<file path="src/rtl/instr_fetch_unit_if.sv">
// Fetch-stage bus bundle: instruction memory port, redirect request and
// the valid/ready decode channel. "master" is the fetch unit's view and
// "slave" is the view of the surrounding memory/decode environment.
interface instr_fetch_unit_if;
    logic [31:0] imem_a;
    logic [31:0] imem_rd;
    logic        redirect_valid;
    logic [31:0] redirect_pc;
    logic        id_ready;
    logic        id_valid;
    logic [31:0] id_instr;
    logic [31:0] id_pc;
    logic        fetch_fault;

    modport master (
        output imem_a, id_valid, id_instr, id_pc, fetch_fault,
        input  imem_rd, redirect_valid, redirect_pc, id_ready
    );

    modport slave (
        input  imem_a, id_valid, id_instr, id_pc, fetch_fault,
        output imem_rd, redirect_valid, redirect_pc, id_ready
    );
endinterface

</file>
<file path="src/rtl/instr_fetch_unit.sv">
// Instruction fetch unit: owns the PC, addresses InstructionMemory, and
// buffers {pc, instr} pairs in a small FIFO towards decode.
// Redirects flush the buffer. A misaligned or out-of-range redirect target
// parks the unit in FAULT until a legal redirect or a reset arrives.
// Optional feature macro: FETCH_PERF_CNT_EN adds saturating fetch/stall
// counters on perf_fetch_cnt / perf_stall_cnt.
module instr_fetch_unit #(
    parameter logic [31:0] RESET_PC         = 32'h0000_0000,
    parameter int          IMEM_DEPTH_WORDS = 256,
    parameter int          FIFO_DEPTH       = 2
) (
    input  logic                      clk,
    input  logic                      reset,
    instr_fetch_unit_if.master        bus
`ifdef FETCH_PERF_CNT_EN
    ,
    output logic [31:0]               perf_fetch_cnt,
    output logic [31:0]               perf_stall_cnt
`endif
);

    localparam int          PW       = (FIFO_DEPTH > 1) ? $clog2(FIFO_DEPTH) : 1;
    localparam int          CW       = PW + 1;
    localparam logic [31:0] PC_LIMIT = 32'(4 * IMEM_DEPTH_WORDS);
    localparam logic [31:0] LAST_PC  = 32'(4 * IMEM_DEPTH_WORDS - 4);

    typedef enum logic {
        ST_RUN   = 1'b0,
        ST_FAULT = 1'b1
    } state_t;

    state_t          state_q, state_d;
    logic [31:0]     pc_q, pc_d;
    logic [PW-1:0]   rd_ptr_q, wr_ptr_q;
    logic [CW-1:0]   count_q;
    logic [31:0]     fifo_pc    [FIFO_DEPTH];
    logic [31:0]     fifo_instr [FIFO_DEPTH];
    logic [31:0]     hold_pc_q, hold_instr_q;
    logic            push, pop, flush;
    logic            fifo_empty, fifo_full, target_ok;

    assign fifo_empty = (count_q == '0);
    assign fifo_full  = (count_q == CW'(FIFO_DEPTH));
    assign target_ok  = (bus.redirect_pc[1:0] == 2'b00) && (bus.redirect_pc < PC_LIMIT);

    // Outputs: memory is addressed straight from the PC register; the head
    // entry is shown while the buffer holds data, otherwise the last head.
    assign bus.imem_a      = pc_q;
    assign bus.id_valid    = !fifo_empty;
    assign bus.id_pc       = fifo_empty ? hold_pc_q    : fifo_pc[rd_ptr_q];
    assign bus.id_instr    = fifo_empty ? hold_instr_q : fifo_instr[rd_ptr_q];
    assign bus.fetch_fault = (state_q == ST_FAULT);

    // Next-state logic: redirect outranks push/pop; RUN fetches whenever
    // the buffer has room (or makes room through a same-cycle pop).
    always_comb begin
        state_d = state_q;
        pc_d    = pc_q;
        push    = 1'b0;
        pop     = 1'b0;
        flush   = 1'b0;
        if (bus.redirect_valid) begin
            flush = 1'b1;
            if (target_ok) begin
                state_d = ST_RUN;
                pc_d    = bus.redirect_pc;
            end else begin
                state_d = ST_FAULT;
            end
        end else begin
            pop = !fifo_empty && bus.id_ready;
            case (state_q)
                ST_RUN: begin
                    push = !fifo_full || pop;
                    if (push) begin
                        pc_d = (pc_q == LAST_PC) ? 32'h0 : pc_q + 32'd4;
                    end
                end
                default: begin
                    push = 1'b0;
                end
            endcase
        end
    end

    // Control state: FSM, PC, FIFO pointers/occupancy and held head value.
    always_ff @(posedge clk) begin
        if (reset) begin
            state_q      <= ST_RUN;
            pc_q         <= RESET_PC;
            rd_ptr_q     <= '0;
            wr_ptr_q     <= '0;
            count_q      <= '0;
            hold_pc_q    <= 32'h0;
            hold_instr_q <= 32'h0;
        end else begin
            state_q      <= state_d;
            pc_q         <= pc_d;
            hold_pc_q    <= bus.id_pc;
            hold_instr_q <= bus.id_instr;
            if (flush) begin
                rd_ptr_q <= '0;
                wr_ptr_q <= '0;
                count_q  <= '0;
            end else begin
                if (push) wr_ptr_q <= wr_ptr_q + 1'b1;
                if (pop)  rd_ptr_q <= rd_ptr_q + 1'b1;
                count_q <= count_q + CW'(push) - CW'(pop);
            end
        end
    end

    // FIFO storage: written only on push, never reset (occupancy gates use).
    always_ff @(posedge clk) begin
        if (push) begin
            fifo_pc[wr_ptr_q]    <= pc_q;
            fifo_instr[wr_ptr_q] <= bus.imem_rd;
        end
    end

`ifdef FETCH_PERF_CNT_EN
    // Saturating performance counters; only reset clears them.
    always_ff @(posedge clk) begin
        if (reset) begin
            perf_fetch_cnt <= 32'h0;
            perf_stall_cnt <= 32'h0;
        end else begin
            if (push && (perf_fetch_cnt != 32'hFFFF_FFFF))
                perf_fetch_cnt <= perf_fetch_cnt + 32'd1;
            if (bus.id_valid && !bus.id_ready && (perf_stall_cnt != 32'hFFFF_FFFF))
                perf_stall_cnt <= perf_stall_cnt + 32'd1;
        end
    end
`endif

endmodule

</file>
<file path="src/flat_wrapper.sv">
// flat-port wrapper written by rule: the top's interface ports become plain ports
module instr_fetch_unit_flat 
#(
    parameter logic [31:0] RESET_PC         = 32'h0000_0000,
    parameter int          IMEM_DEPTH_WORDS = 256,
    parameter int          FIFO_DEPTH       = 2
)
  (clk, reset, bus_imem_a, bus_id_valid, bus_id_instr, bus_id_pc, bus_fetch_fault, bus_imem_rd, bus_redirect_valid, bus_redirect_pc, bus_id_ready);
  instr_fetch_unit_if bus_i ();
  input  logic clk;
  input  logic reset;
  output wire logic [$bits(bus_i.imem_a)-1:0] bus_imem_a;
  output wire logic [$bits(bus_i.id_valid)-1:0] bus_id_valid;
  output wire logic [$bits(bus_i.id_instr)-1:0] bus_id_instr;
  output wire logic [$bits(bus_i.id_pc)-1:0] bus_id_pc;
  output wire logic [$bits(bus_i.fetch_fault)-1:0] bus_fetch_fault;
  input wire logic [$bits(bus_i.imem_rd)-1:0] bus_imem_rd;
  input wire logic [$bits(bus_i.redirect_valid)-1:0] bus_redirect_valid;
  input wire logic [$bits(bus_i.redirect_pc)-1:0] bus_redirect_pc;
  input wire logic [$bits(bus_i.id_ready)-1:0] bus_id_ready;
  assign bus_imem_a = bus_i.imem_a;
  assign bus_id_valid = bus_i.id_valid;
  assign bus_id_instr = bus_i.id_instr;
  assign bus_id_pc = bus_i.id_pc;
  assign bus_fetch_fault = bus_i.fetch_fault;
  assign bus_i.imem_rd = bus_imem_rd;
  assign bus_i.redirect_valid = bus_redirect_valid;
  assign bus_i.redirect_pc = bus_redirect_pc;
  assign bus_i.id_ready = bus_id_ready;
  instr_fetch_unit #(.RESET_PC(RESET_PC), .IMEM_DEPTH_WORDS(IMEM_DEPTH_WORDS), .FIFO_DEPTH(FIFO_DEPTH)) u_core (.clk(clk), .reset(reset), .bus(bus_i));
endmodule
</file>
<file path="config.mk">
export PLATFORM = sky130hd
export DESIGN_NAME = instr_fetch_unit_flat
export DESIGN_NICKNAME = d
export VERILOG_FILES = /design/src/rtl/instr_fetch_unit_if.sv /design/src/rtl/instr_fetch_unit.sv /design/src/flat_wrapper.sv
export SDC_FILE = /design/constraint.sdc
export NUM_CORES = 1
export LEC_CHECK = 0
export CORE_MARGIN = 1
export CORE_UTILIZATION = 30
export CTS_BUF_LIST = sky130_fd_sc_hd__clkbuf_2 sky130_fd_sc_hd__clkbuf_4 sky130_fd_sc_hd__clkbuf_8
export DETAILED_ROUTE_END_ITERATION = 16
export PLACE_DENSITY_LB_ADDON = 0.1
export SLEW_MARGIN = 25
export SYNTH_ARGS = -nofsm -noshare
export SYNTH_HDL_FRONTEND = slang
export SYNTH_SLANG_ARGS = --single-unit
</file>
<file path="constraint.sdc">
create_clock -name clk -period 12.8 [get_ports clk]
set_clock_uncertainty 0.2 [all_clocks]
set_input_delay 2.56 -clock clk [delete_from_list [all_inputs] [get_ports clk]]
set_output_delay 2.56 -clock clk [all_outputs]
set_load 0.005 [all_outputs]
</file>
# Word-level counts from Yosys, hierarchy flattened
# Memory sizes are Yosys's and may differ from the RTL's. A register that Yosys moved wholly into a read port is not among the register bits.
# Cells that the tools add are included.
# totals
ramBits	128
output_inout_bits	98
memories	2
inputBits	68
register_bits	101
wordCells	47
# classes
eq_ne	4
magnitude_cmp	1
n_addsub	5
n_reduce_logical	10
mux	18
# mem_list
name	words	width	read_ports	rd_clocked_by_memory_dff	write_ports	line_no	text
u_core.fifo_instr	2	32	1	1	1	instr_fetch_unit.sv:37	logic [31:0] fifo_instr [FIFO_DEPTH];
u_core.fifo_pc	2	32	1	1	1	instr_fetch_unit.sv:36	logic [31:0] fifo_pc [FIFO_DEPTH];
# op_table
operator	count
32-bit 2-to-1 mux	7
32-bit by 3-bit adder with 32-bit output (second input constant)	1
32-bit by 10-bit equality test with 1-bit output (second input constant)	1
32-bit by 11-bit less-than comparator with 1-bit output (second input constant)	1
1-bit 2-to-1 mux	11
2-bit logical NOT	2
3-bit AND reduction	1
1-bit adder (second input constant)	2
2-bit by 1-bit adder with 2-bit output	1
2-bit equality test (second input constant)	1
1-bit logical AND	2
1-bit logical NOT	2
2-bit by 1-bit inequality test with 1-bit output (second input constant)	1
2-bit inequality test (second input constant)	1
2-bit nonzero test	1
2-bit OR reduction	1
2-bit by 1-bit subtractor with 2-bit output	1
1-bit logical OR	1

# Logic depth before layout (Yosys ltp)
# logic_depth
ltp_word	8
ltp_mapped	12
mapped_depth_nobuf	10

# Worst setup path before layout
# No wires, ideal clock.
# synth_timing
path_type	input-to-reg
from	input port bus_redirect_valid
to	memory u_core.fifo_instr[0][0] (enable)
setup_ns	0.565
path_slack_ns	4.645
cell_stages	3
arrival_time_ns	7.389
required_time_ns	12.035
path_buffers	1
path_cell_list	clkbuf_1 > or2_2 > nor3_1
# synth_via
elab_chain_len	3
# synth_rtl
element	line_no	text
start: declaration	flat_wrapper.sv:18	input wire logic [$bits(bus_i.redirect_valid)-1:0] bus_redirect_valid;
1-bit 2-to-1 mux	instr_fetch_unit.sv:62	if (bus.redirect_valid) begin
1-bit 2-to-1 mux	instr_fetch_unit.sv:115	if (push) begin
1-bit 2-to-1 mux (not written as such)	instr_fetch_unit.sv:117	fifo_instr[wr_ptr_q] <= bus.imem_rd;
end: declaration	instr_fetch_unit.sv:37	
# Every way passes these cells.

# Worst setup path after layout
# layout_timing
from	register u_core.count_q[0]
to	output port bus_id_pc[23]
# layout_via
elab_chain_len	2
# layout_rtl
element	line_no	text
start: declaration	instr_fetch_unit.sv:35	logic [CW-1:0] count_q;
start signal: assignment	instr_fetch_unit.sv:108	count_q <= count_q + CW'(push) - CW'(pop);
2-bit logical NOT	instr_fetch_unit.sv:42	assign fifo_empty = (count_q == '0);
32-bit 2-to-1 mux	instr_fetch_unit.sv:50	assign bus.id_pc = fifo_empty ? hold_pc_q : fifo_pc[rd_ptr_q];
end: declaration	flat_wrapper.sv:15	output wire logic [$bits(bus_i.id_pc)-1:0] bus_id_pc;
# Every way passes these cells.

==> summary.md <==
| Metric | Value |
|---|---|
| Outcome | finished clean |
| Worst-path clk slew | 0.05 ns |
| Final instance count without filler cells | 1353 |
| Mux share of post-synthesis cell area | 6.95% |
| Pre-CTS WS | 6.98 ns |
| Syn_area_per_cell | 12.0 µm² |
| Xor/xnor cell area share of the yosys netlist | 0.380% |
| I/O Pins | 166 |
| Worst Setup End Kind | primary output |
| Tot GR Track Use | 15.1% |
| Leak | 3.97 nW |
| Setup TNS | 0 ns |
| Routed wire length | 23.5 mm |
| Simple-Gate Fraction of Synth Area | 14.4% |
| RSZ-0062 raised after global routing | false |
| Inst Count DP | 1277 |
| Cells after synthesis | 767 |
| Antenna violations before repair | 0 |
| Residual DRC | 0 |
| Max Slew Vio Count | 0 |
| Worst skew pair latency | 0.53 ns |
| Routed Antenna Nets | 0 |
| Post-synthesis sequential area ratio | 63.9% |
| Iter 0 DRT Violations | 392 |
| Largest family of logic cells by synthesized area | simple AND/OR/NAND/NOR gates |
| Endpoints failing hold | 0 |
| Mapped Area | 9210 µm² |
| WS Path Type | flip-flop to primary output |
| Hold buffers post-CTS | 0 |
| Peak VDD IR | 0.0514 mV |
| P&R area growth vs syn | 31.1% |
| Setup-failing EPs final | 0 |
| Port-buffer cells | 165 |
| Die width | 177 µm |
| Layout Nets | 1002 |
| Die Area | 31400 µm² |
| Starting Density | 30.8% |
| Minimum clock period | 5.94 ns |
| Post-detail-place hpwl | 14.1 mm |
| Root Driver | clkbuf_8 |
| Htree depth | 2 |
| Global-route wire length before repair | 36.4 mm |
| Clock Path Buffers | 3 |
| Critical path peak fanout | 99 |
| Pwr/cell area | 137 nW/µm² |
| Final setup margin | 6.86 ns |
| Antenna diodes | 0 |
| Die H | 177 µm |
| Vias in the first global route | 6329 |
| Fmax | 168 MHz |
| Worst relative slew slack | 36.8% |
| Synth Net Count | 838 |
| Yosys warnings | 0 |
| Worst Tran Pin Value | 0.949 ns |
| Post-synthesis compound-gate area fraction | 10.7% |
| GRT overflow | 0 |
| Yosys cell types | 52 |
| Post-synth EDFFs | 128 |
| Startpoint Class | flip-flop |
| Final core occ | 40.3% |
| Primary FF master, synth | edfxtp_1 |
| Core box area | 30000 µm² |
| CTS tree | yes |
| Via count | 6420 |
| FF+latch count, synth | 230 |
| Postcts setup bufs | 0 |
| Drt via density | 4.75 |
| Cts bufs inserted | 42 |
| WP data arrival | 3.18 ns |
| GPL Wtd Cong | 0.750 |
| Hold WC Path Type | flip-flop to flip-flop |
| Post-synth ARST share | 0% |
| Sink Count | 230 |
| Synth Area in Adders | 0.407% |
| Average wire per standard cell | 17.4 µm |
| Detailed Routing Iterations Pass 1 | 4 |
| Post-CTS sizing | 0 |
| Pin count of the biggest net entering global routing | 100 |
| CP Data Required Time | 10.04 ns |
| Period utilization | 46.4% |
| Placement Rows | 63 |
| Maxcap violations | 0 |
| Layout cell share with drive strength beyond 1 | 10.5% |
layout make-up:
| class | instances | area, µm² |
|---|---|---|
| fillers | 2887 | 17900 |
| flip-flops and latches | 230 | 5890 |
| multi-input cells | 469 | 3050 |
| repair buffers | 175 | 1740 |
| clock buffers | 73 | 842 |
| well taps | 390 | 488 |
| inverters | 13 | 48.8 |
| clock inverters | 3 | 18.8 |
power by group:
part | internal (mW) | switching (mW)
sequential | 0.808 | 0.00977
clock | 0.410 | 0.291
combinational | 0.0714 | 0.0686
total | 1.29 | 0.369
per-layer routing:
layer / wire length [µm] / vias up / global-route usage (%)
met4: 478 / 0 / 5.13
li1: - / 3189 / -
met5: 0 / - / 0
met1: 10600 / 2994 / 19.8
met3: 1460 / 41 / 3.50
met2: 10900 / 196 / 24.3
critical path: stages, from the launching register on:
cell and delay [ns]:
dfxtp_1 0.36, nor2_4 0.55, buf_4 0.80, o21ai_0 0.33, clkdlybuf4s50_1 0.52
synthesized netlist by cell type (all sizes together) (5+ instances only):
cell type | number | area (µm²)
nand4 | 11 | 81.3
inv | 12 | 45.0
nor4 | 12 | 93.8
and3 | 7 | 43.8
nand3 | 15 | 80.1
nor3 | 13 | 70.1
nor3b | 5 | 37.5
mux2i | 64 | 641
a32oi | 21 | 184
a21oi | 9 | 45.0
clkbuf | 31 | 116
o31ai | 20 | 150
nor2 | 18 | 67.6
nand2 | 86 | 323
a311oi | 7 | 61.3
o21ai | 65 | 325
buf | 24 | 135
and2 | 66 | 413
dfxtp | 102 | 2040
edfxtp | 128 | 3840
cells in the final DEF (no fill, tap or decap), drive strengths merged, types with 3 or more instances in the layout:
cell type / Yosys / routed
or2: 3 / 3
a41oi: 4 / 4
nor3b: 5 / 5
clkdlybuf4s50: 0 / 164
nand2: 86 / 86
a311oi: 7 / 7
o21ai: 65 / 65
o41ai: 4 / 4
o31ai: 20 / 20
inv: 12 / 13
buf: 24 / 11
or4: 3 / 3
mux2i: 64 / 64
nand3: 15 / 15
a32oi: 21 / 21
ha: 3 / 3
nor3: 13 / 13
nand4: 11 / 11
dfxtp: 102 / 102
a31oi: 4 / 4
a21oi: 9 / 9
nor4: 12 / 12
and4: 4 / 4
nor2: 18 / 18
clkbuf: 31 / 73
o211ai: 3 / 3
edfxtp: 128 / 128
and2: 66 / 66
and3: 7 / 7
metrics by stage:
| stage | total power, mW | hold slack, ns | instance area, µm² |
|---|---|---|---|
| 2_1_floorplan | 0.893 | 0.266 | 9210 |
| 3_3_place_gp | 0.976 | 0.339 | 11200 |
| 3_5_place_dp | 0.977 | 0.346 | 11200 |
| 4_1_cts | 1.69 | 0.353 | 12100 |
| 5_1_grt | 1.74 | 0.393 | 12100 |
| 6_report | 1.66 | 0.354 | 12100 |
worst paths after layout:
kind | startpoint | to | slack [ns] | cells after the start
worst min-delay path | u_core.rd_ptr_q | flip-flop | 0.35 | 2
worst min register to register | u_core.rd_ptr_q | flip-flop | 0.35 | 2
worst max-delay path | u_core.count_q[0] | bus_id_pc[23] | 6.86 | 4
worst max register to register | u_core.count_q[0] | u_core.count_q[1] | 9.40 | 11
sequential cells by signal (all words and copies together) (netlist names), named ones only:
signal                  flops
u_core.wr_ptr_q             1
u_core.fifo_instr          64
u_core.count_q              2
u_core.hold_instr_q        32
u_core.bus.fetch_fault      1
u_core.bus.imem_a          32
u_core.rd_ptr_q             1
u_core.fifo_pc             64
u_core.hold_pc_q           32
cells by family after synthesis:
family                   count (synthesis)
adder cells (fa/ha/maj)                  3
AO/OA/AOI/OAI                          149
flip-flops                             230
AND/OR/NAND/NOR                        249
XOR/XNOR                                 4
buffers and inverters                   68
multiplexers                            64
(Power assumes the default switching activity.)
